[src/rtl/conv1_pkg.sv]
// conv1 shared definitions: image/lane geometry, datapath widths, lane base
// addresses into the 576-entry output memory, and the controller state type.
package conv1_pkg;

    localparam int IMG_OUT_W  = 24;
    localparam int OUT_PIXELS = 576;
    localparam int LANES      = 4;
    localparam int KTAPS      = 25;
    localparam int LANE_OUTS  = 144;
    localparam int ACC_W      = 22;
    localparam int SHIFT_DEF  = 8;
    localparam int TAP_W      = 5;
    localparam int CNT_W      = 8;
    localparam int ADDR_W     = 10;

    typedef logic        [7:0]        pixel_t;
    typedef logic signed [7:0]        weight_t;
    typedef logic signed [ACC_W-1:0]  acc_t;
    typedef logic        [ADDR_W-1:0] addr_t;

    // Each lane owns a contiguous quarter of the output image.
    localparam addr_t LANE_BASE [LANES] = '{10'd0, 10'd144, 10'd288, 10'd432};

    typedef enum logic {
        ST_RUN  = 1'b0,
        ST_DONE = 1'b1
    } state_t;

endpackage

[src/rtl/conv1_mac_write_if.sv]
// Bundle between the conv1 address/pixel front end and the MAC/write stage.
//   start, in_valid, pix0..3, weight : upstream -> MAC
//   tap_idx                          : MAC -> weight ROM address
//   wr_en, wr_addr0..3, wr_data0..3  : MAC -> output memory
//   done                             : image complete
interface conv1_mac_write_if;
    import conv1_pkg::*;

    logic        start;
    logic        in_valid;
    pixel_t      pix0, pix1, pix2, pix3;
    weight_t     weight;
    logic [4:0]  tap_idx;
    logic        wr_en;
    addr_t       wr_addr0, wr_addr1, wr_addr2, wr_addr3;
    pixel_t      wr_data0, wr_data1, wr_data2, wr_data3;
    logic        done;

    modport master (
        output start, in_valid, pix0, pix1, pix2, pix3, weight,
        input  tap_idx, wr_en, wr_addr0, wr_addr1, wr_addr2, wr_addr3,
               wr_data0, wr_data1, wr_data2, wr_data3, done
    );

    modport slave (
        input  start, in_valid, pix0, pix1, pix2, pix3, weight,
        output tap_idx, wr_en, wr_addr0, wr_addr1, wr_addr2, wr_addr3,
               wr_data0, wr_data1, wr_data2, wr_data3, done
    );

endinterface

[src/rtl/conv1_lane_mac.sv]
// One conv1 lane: accumulates pixel x weight over a 5x5 window and, on the
// last tap, registers shift -> ReLU -> saturate of the final sum.
//   clk, reset     : clock, async active-low reset
//   clear_i        : drop the partial window
//   accumulate_i   : add this beat's product
//   last_i         : this beat closes the window (with accumulate_i)
//   pix_i/weight_i : unsigned pixel, signed weight
//   result_o       : 8-bit result of the most recent window
module conv1_lane_mac
    import conv1_pkg::*;
#(
    parameter int SHIFT = SHIFT_DEF
) (
    input  logic    clk,
    input  logic    reset,
    input  logic    clear_i,
    input  logic    accumulate_i,
    input  logic    last_i,
    input  pixel_t  pix_i,
    input  weight_t weight_i,
    output pixel_t  result_o
);

    localparam acc_t SAT_MAX = acc_t'(255);

    acc_t   pix_ext, wt_ext, prod, sum, shifted;
    acc_t   acc_q, acc_d;
    pixel_t res_q, res_d, sat;

    // Pixel is zero-extended, weight sign-extended; 25 products fit in ACC_W.
    assign pix_ext = {{(ACC_W-8){1'b0}}, pix_i};
    assign wt_ext  = {{(ACC_W-8){weight_i[7]}}, weight_i};
    assign prod    = pix_ext * wt_ext;
    assign sum     = acc_q + prod;
    assign shifted = sum >>> SHIFT;

    always_comb begin
        sat = shifted[7:0];
        if (shifted[ACC_W-1])
            sat = 8'd0;
        else if (shifted > SAT_MAX)
            sat = 8'hFF;
    end

    always_comb begin
        acc_d = acc_q;
        res_d = res_q;
        if (clear_i) begin
            acc_d = '0;
        end else if (accumulate_i) begin
            if (last_i) begin
                acc_d = '0;
                res_d = sat;
            end else begin
                acc_d = sum;
            end
        end
    end

    always_ff @(posedge clk or negedge reset) begin
        if (!reset) begin
            acc_q <= '0;
            res_q <= '0;
        end else begin
            acc_q <= acc_d;
            res_q <= res_d;
        end
    end

    assign result_o = res_q;

endmodule

[src/rtl/conv1_mac_write.sv]
// conv1 MAC and output-memory writer. Four pixel lanes share one weight
// stream; every 25 valid beats each lane writes one byte at its own address.
//   clk, reset : clock, async active-low reset
//   bus        : slave side of conv1_mac_write_if (inputs, tap index,
//                write strobe/addresses/data, done)
//
// state   | meaning
// ST_RUN  | accepting beats, writing one result per window
// ST_DONE | all 144 outputs per lane written; beats ignored until start
module conv1_mac_write
    import conv1_pkg::*;
#(
    parameter int SHIFT = SHIFT_DEF
) (
    input  logic               clk,
    input  logic               reset,
    conv1_mac_write_if.slave   bus
);

    state_t             state_q, state_d;
    logic [TAP_W-1:0]   tap_q, tap_d;
    logic [CNT_W-1:0]   cnt_q, cnt_d;
    logic               wr_en_q, wr_en_d;
    addr_t              addr_q [LANES];
    addr_t              addr_d [LANES];
    logic               accept, last;
    pixel_t             pix [LANES];
    pixel_t             res [LANES];

    assign pix[0] = bus.pix0;
    assign pix[1] = bus.pix1;
    assign pix[2] = bus.pix2;
    assign pix[3] = bus.pix3;

    always_comb begin
        state_d = state_q;
        tap_d   = tap_q;
        cnt_d   = cnt_q;
        wr_en_d = 1'b0;
        addr_d  = addr_q;
        // start outranks a coincident beat
        accept  = bus.in_valid && (state_q == ST_RUN) && !bus.start;
        last    = accept && (tap_q == TAP_W'(KTAPS-1));
        if (bus.start) begin
            state_d = ST_RUN;
            tap_d   = '0;
            cnt_d   = '0;
        end else if (accept) begin
            if (last) begin
                tap_d   = '0;
                cnt_d   = cnt_q + 1'b1;
                wr_en_d = 1'b1;
                for (int k = 0; k < LANES; k++)
                    addr_d[k] = LANE_BASE[k] + {2'b00, cnt_q};
                if (cnt_q == CNT_W'(LANE_OUTS-1))
                    state_d = ST_DONE;
            end else begin
                tap_d = tap_q + 1'b1;
            end
        end
    end

    always_ff @(posedge clk or negedge reset) begin
        if (!reset) begin
            state_q <= ST_RUN;
            tap_q   <= '0;
            cnt_q   <= '0;
            wr_en_q <= 1'b0;
            for (int k = 0; k < LANES; k++)
                addr_q[k] <= '0;
        end else begin
            state_q <= state_d;
            tap_q   <= tap_d;
            cnt_q   <= cnt_d;
            wr_en_q <= wr_en_d;
            for (int k = 0; k < LANES; k++)
                addr_q[k] <= addr_d[k];
        end
    end

    for (genvar k = 0; k < LANES; k++) begin : g_lane
        conv1_lane_mac #(.SHIFT(SHIFT)) u_lane (
            .clk          (clk),
            .reset        (reset),
            .clear_i      (bus.start),
            .accumulate_i (accept),
            .last_i       (last),
            .pix_i        (pix[k]),
            .weight_i     (bus.weight),
            .result_o     (res[k])
        );
    end

    assign bus.tap_idx  = tap_q;
    assign bus.wr_en    = wr_en_q;
    assign bus.wr_addr0 = addr_q[0];
    assign bus.wr_addr1 = addr_q[1];
    assign bus.wr_addr2 = addr_q[2];
    assign bus.wr_addr3 = addr_q[3];
    assign bus.wr_data0 = res[0];
    assign bus.wr_data1 = res[1];
    assign bus.wr_data2 = res[2];
    assign bus.wr_data3 = res[3];
    assign bus.done     = (state_q == ST_DONE);

endmodule
[src/flat_wrapper.sv]
// flat-port wrapper written by rule: the top's interface ports become plain ports
module conv1_mac_write_flat import conv1_pkg::*;
#(
    parameter int SHIFT = SHIFT_DEF
)
  (clk, reset, bus_start, bus_in_valid, bus_pix0, bus_pix1, bus_pix2, bus_pix3, bus_weight, bus_tap_idx, bus_wr_en, bus_wr_addr0, bus_wr_addr1, bus_wr_addr2, bus_wr_addr3, bus_wr_data0, bus_wr_data1, bus_wr_data2, bus_wr_data3, bus_done);
  conv1_mac_write_if bus_i ();
  input  logic clk;
  input  logic reset;
  input wire logic [$bits(bus_i.start)-1:0] bus_start;
  input wire logic [$bits(bus_i.in_valid)-1:0] bus_in_valid;
  input wire logic [$bits(bus_i.pix0)-1:0] bus_pix0;
  input wire logic [$bits(bus_i.pix1)-1:0] bus_pix1;
  input wire logic [$bits(bus_i.pix2)-1:0] bus_pix2;
  input wire logic [$bits(bus_i.pix3)-1:0] bus_pix3;
  input wire logic [$bits(bus_i.weight)-1:0] bus_weight;
  output wire logic [$bits(bus_i.tap_idx)-1:0] bus_tap_idx;
  output wire logic [$bits(bus_i.wr_en)-1:0] bus_wr_en;
  output wire logic [$bits(bus_i.wr_addr0)-1:0] bus_wr_addr0;
  output wire logic [$bits(bus_i.wr_addr1)-1:0] bus_wr_addr1;
  output wire logic [$bits(bus_i.wr_addr2)-1:0] bus_wr_addr2;
  output wire logic [$bits(bus_i.wr_addr3)-1:0] bus_wr_addr3;
  output wire logic [$bits(bus_i.wr_data0)-1:0] bus_wr_data0;
  output wire logic [$bits(bus_i.wr_data1)-1:0] bus_wr_data1;
  output wire logic [$bits(bus_i.wr_data2)-1:0] bus_wr_data2;
  output wire logic [$bits(bus_i.wr_data3)-1:0] bus_wr_data3;
  output wire logic [$bits(bus_i.done)-1:0] bus_done;
  assign bus_i.start = bus_start;
  assign bus_i.in_valid = bus_in_valid;
  assign bus_i.pix0 = bus_pix0;
  assign bus_i.pix1 = bus_pix1;
  assign bus_i.pix2 = bus_pix2;
  assign bus_i.pix3 = bus_pix3;
  assign bus_i.weight = bus_weight;
  assign bus_tap_idx = bus_i.tap_idx;
  assign bus_wr_en = bus_i.wr_en;
  assign bus_wr_addr0 = bus_i.wr_addr0;
  assign bus_wr_addr1 = bus_i.wr_addr1;
  assign bus_wr_addr2 = bus_i.wr_addr2;
  assign bus_wr_addr3 = bus_i.wr_addr3;
  assign bus_wr_data0 = bus_i.wr_data0;
  assign bus_wr_data1 = bus_i.wr_data1;
  assign bus_wr_data2 = bus_i.wr_data2;
  assign bus_wr_data3 = bus_i.wr_data3;
  assign bus_done = bus_i.done;
  conv1_mac_write #(.SHIFT(SHIFT)) u_core (.clk(clk), .reset(reset), .bus(bus_i));
endmodule
[config.mk]
export PLATFORM = sky130hd
export DESIGN_NAME = conv1_mac_write_flat
export DESIGN_NICKNAME = d
export VERILOG_FILES = /design/src/rtl/conv1_pkg.sv /design/src/rtl/conv1_mac_write_if.sv /design/src/rtl/conv1_lane_mac.sv /design/src/rtl/conv1_mac_write.sv /design/src/flat_wrapper.sv
export SDC_FILE = /design/constraint.sdc
export NUM_CORES = 1
export LEC_CHECK = 0
export CAP_MARGIN = 20
export CORE_MARGIN = 5
export CORE_UTILIZATION = 40
export CTS_CLUSTER_DIAMETER = 150
export DETAILED_ROUTE_END_ITERATION = 16
export REMOVE_ABC_BUFFERS = 1
export SLEW_MARGIN = 20
export SYNTH_ARGS = -nofsm -noshare
export SYNTH_HDL_FRONTEND = slang
export SYNTH_HIERARCHICAL = 1
export SYNTH_SLANG_ARGS = --single-unit
[constraint.sdc]
create_clock -name clk -period 4.8 [get_ports clk]
set_clock_uncertainty 0.05 [all_clocks]
set_input_delay 0.72 -clock clk [delete_from_list [all_inputs] [get_ports clk]]
set_output_delay 0.72 -clock clk [all_outputs]
set_load 0.02 [all_outputs]
==> results.cfg <==
[critical_path]
arrival_ns = 5.61
crit_type = input port to flip-flop
reg2reg_slack_ns = -0.39
end_kind = flip-flop
path_max_fanout = 8
path_buf_inv = 7
cp_slowest_stage_delay_ns = 0.54
start_kind = input port
crit_chain = buf_12, buf_8, buf_12, inv_8, fa_1, inv_2, fa_1, fa_1, fa_1, fa_2, ha_4, o211a_1, o31ai_4, a211o_4, a31oi_1, xor2_1, buf_4, nor4_4, buf_6, a211oi_2
crit_top_cell = fa_1
r2r_end = u_core/g_lane[2].u_lane/result_o[2]$_DFFE_PN0P_
cp-startpoint = bus_weight[7]
cp_slowest_cell = fa_1
reg2reg_depth = 21
critPathTopFamily = adder cells
worstPathRequired_ns = 5.13
crit_cells = 20
regToRegStartpoint = u_core/g_lane[2].u_lane/acc_q[4]$_DFFE_PN0P_
crit_path_end = u_core/g_lane[3].u_lane/result_o[0]$_DFFE_PN0P_

[cts]
cts_tree = done
clk_pin_slew_worst_paths_ns = 0.07
clock_latency_ns = 0.47
cts_buffers = 17
clockRootBuffer = clkbuf_16
clock_path_buffers = 2
cts_hold_buf = 0
htreeDepth = 4
cts.sinks = 158

[final_layout]
layoutNonFillerInstCount = 3012
syn_to_final_growth_pct = 38.7
nets = 2916
drive_gt1_share_pct = 31.2

[synth]
synth-edff-count = 0
async_flop_share_pct = 100
synth_seq_cells = 158
yosysSeqAreaShare_pct = 20.8
ys_types = 79
ys_warn_count = 6
synth_area_mm2 = 0.0190
netlist_instances = 1950
synth_area_per_cell_um2 = 9.73
ys.flop_type = dfrtp_1

[drt]
avgRoutedWirePerCell_um = 17.5
wl_mm = 52.6
ant_nets = 0
drtIter0Drc = 717
viasPerCell = 5.18
firstDrtPassIters = 5
drc_errors = 0
vias = 15600

[place]
dpl.cell_count = 2903
port_buffers = 119
gp_congestion = 0.885
dp_hpwl_mm = 38.0

[die]
die-area_mm2 = 0.0519
fp.dieH_um = 228
fp-row-count = 79
io_pins = 123
core_area_mm2 = 0.0468
start_util_pct = 40.6
die_w_um = 228

[global_routing]
grt_antenna_before_repair = 8
gr-total-overflow = 0
grt_max_degree = 92
grt_pass1_vias = 16900
grt_pass1_wl_mm = 85.8
grt_usage_pct = 20.0

[timing]
setup_violations = 62
slew_violations = 0
fin_crit_sh_pct = 110
fin_ws_ns = -0.484
finalCriticalPeriod_ns = 5.28
max_freq_ghz = 0.189
hold_viol_final = 0
tns_ns = -16.55
grt_setup_unrepaired = yes
worst_slew_pin_slew_ns = 1.01
relSlewSlack_pct = 32.7

[run]
maxCapViolCount = 0

[power]
peakVddDrop_mv = 0.596
p_leak_nw = 13.0
powerDensity_mw_per_mm2 = 693

[run_status]
status = finished with violations
violations = setup timing

[min_path]
hp-class = input port to async pin
==> worst register-to-register path: stages, from the launching register on <==
cell       delay (ns)
dfrtp_1          0.35
inv_1            0.06
fa_1             0.53
inv_1            0.06
fa_1             0.48
ha_1             0.28
inv_1            0.05
fa_1             0.54
inv_1            0.04
ha_1             0.27
ha_2             0.18
inv_2            0.04
fa_2             0.36
nand2b_4         0.15
a21o_1           0.22
a311oi_4         0.41
o21a_1           0.21
buf_6            0.12
o21ai_4          0.06
a2111oi_4        0.32
buf_6            0.20
a211oi_2         0.08
==> kinds of logic after synthesis <==
| group | Yosys count | share of synthesized area [%] |
|---|---|---|
| other | 1 | 0.0198 |
| buffers and inverters | 347 | 7.25 |
| AOI/OAI and AO/OA | 341 | 12.8 |
| DFF | 158 | 20.8 |
| xor gates and xnor gates | 86 | 3.97 |
| adders and majority gates | 485 | 40.1 |
| muxes | 26 | 1.51 |
| and+or+nand+nor | 506 | 13.5 |
==> synth_stat cells (4+ instances only) <==
master / number / share of area [%]
a211o_1: 4 / 0.18
a211oi_1: 24 / 0.95
a21o_1: 22 / 0.87
a21oi_1: 55 / 1.5
a221oi_2: 4 / 0.32
a22o_1: 45 / 2.1
a31oi_1: 16 / 0.53
and2_1: 121 / 4.0
and3_1: 12 / 0.40
and3b_1: 5 / 0.23
buf_4: 19 / 0.75
clkbuf_1: 29 / 0.57
clkinv_1: 4 / 0.079
dfrtp_1: 158 / 21
fa_1: 204 / 22
ha_1: 281 / 19
inv_1: 291 / 5.8
mux2_2: 21 / 1.2
mux2i_1: 5 / 0.26
nand2_1: 183 / 3.6
nand2b_1: 20 / 0.66
nand3_1: 16 / 0.42
nor2_1: 82 / 1.6
nor2b_1: 6 / 0.20
nor3_1: 17 / 0.45
nor3b_1: 5 / 0.20
o211a_1: 5 / 0.26
o211ai_1: 13 / 0.51
o21a_1: 14 / 0.55
o21ai_0: 78 / 2.1
o31a_1: 6 / 0.28
o31ai_1: 11 / 0.44
or3_1: 7 / 0.23
or4_1: 6 / 0.24
xnor2_1: 64 / 3.0
xor2_1: 22 / 1.0
==> repair_timing <==
action,4_1_cts,5_1_grt
gates cloned,3,4
setup endpoints to repair,88,81
pin swaps,131,185
gates resized for setup,340,283
buffers inserted,46,42
==> cell usage in the layout, fill, tap and decap left out, drive strengths merged, types with 7 or more instances in the layout <==
| cell | count |
|---|---|
| xnor2 | 64 |
| ha | 281 |
| a211oi | 26 |
| a31oi | 16 |
| mux2 | 21 |
| nor2 | 82 |
| a21oi | 59 |
| and3 | 13 |
| a21o | 22 |
| o21a | 14 |
| a22o | 45 |
| dlygate4sd2 | 8 |
| buf | 358 |
| and2 | 124 |
| nand2b | 20 |
| or3 | 8 |
| nor2b | 8 |
| nor3 | 19 |
| nand2 | 183 |
| fa | 204 |
| clkbuf | 35 |
| dfrtp | 158 |
| o21ai | 81 |
| nand3 | 16 |
| o31ai | 13 |
| clkdlybuf4s50 | 78 |
| o211ai | 13 |
| xor2 | 22 |
| a221oi | 7 |
| inv | 303 |
==> how the worst min path moves through the flow <==
stage	end	slack, ns	depth (start not counted)
final	u_core/g_lane[3].u_lane/acc_q[12]$_DFFE_PN0P_	0.22	1
after floorplan	u_core/bus.done$_DFFE_PN0P_	0.37	0
after detailed placement	u_core/g_lane[0].u_lane/acc_q[6]$_DFFE_PN0P_	0.42	2
after global routing	u_core/g_lane[3].u_lane/acc_q[13]$_DFFE_PN0P_	0.27	1
after global placement	u_core/g_lane[1].u_lane/acc_q[6]$_DFFE_PN0P_	0.42	2
after CTS	u_core/g_lane[0].u_lane/acc_q[1]$_DFFE_PN0P_	0.25	1
==> final cells by class <==
class	instances	area, um^2
Clock buffer	18	429
Inverter	295	1130
Sequential cell	158	3950
Clock inverter	14	146
Fill cell	3938	20400
Tap cell	607	759
Multi-Input combinational cell	1447	15600
Timing Repair Buffer	468	4310
Antenna cell	5	12.5
==> through the flow <==
step	area (um^2)	setup slack, ns	util, %	total power [W]	hold WS, ns
finish	26300	-0.484	56.3	0.0182	0.224
global route	26300	-0.616	56.3	0.0197	0.273
CTS	24900	-0.525	53.3	0.0159	0.246
detailed placement	22800	-1.64	48.8	0.0122	0.421
global placement	22800	-1.57	48.8	0.0121	0.417
floorplan	18700	-0.878	-	0.00775	0.374
==> state kept, by name, summed over array words and instances, names as in the netlist <==
register	count
u_core/bus.wr_en	1
u_core/g_lane.u_lane/acc_q	88
u_core/bus.tap_idx	5
u_core/bus.wr_addr0	3
u_core/bus.wr_addr1	4
u_core/bus.wr_addr3	6
u_core/g_lane.u_lane/result_o	32
u_core/bus.wr_addr2	10
u_core/bus.done	1
u_core/cnt_q	8
==> routing by layer <==
metal / vias to the layer above / GRT usage, % / wire length (um)
met4: 4 / 5.60 / 905
li1: 7381 / - / -
met2: 306 / 32.8 / 25200
met1: 7854 / 27.1 / 23800
met5: - / 0 / 25
met3: 59 / 4.06 / 2700
==> power breakdown <==
| part | internal (W) | switching (W) |
|---|---|---|
| logic | 0.00790 | 0.00729 |
| registers | 0.00152 | 0.000120 |
| clock network | 0.000735 | 0.000673 |
(Power assumes the default switching activity.)
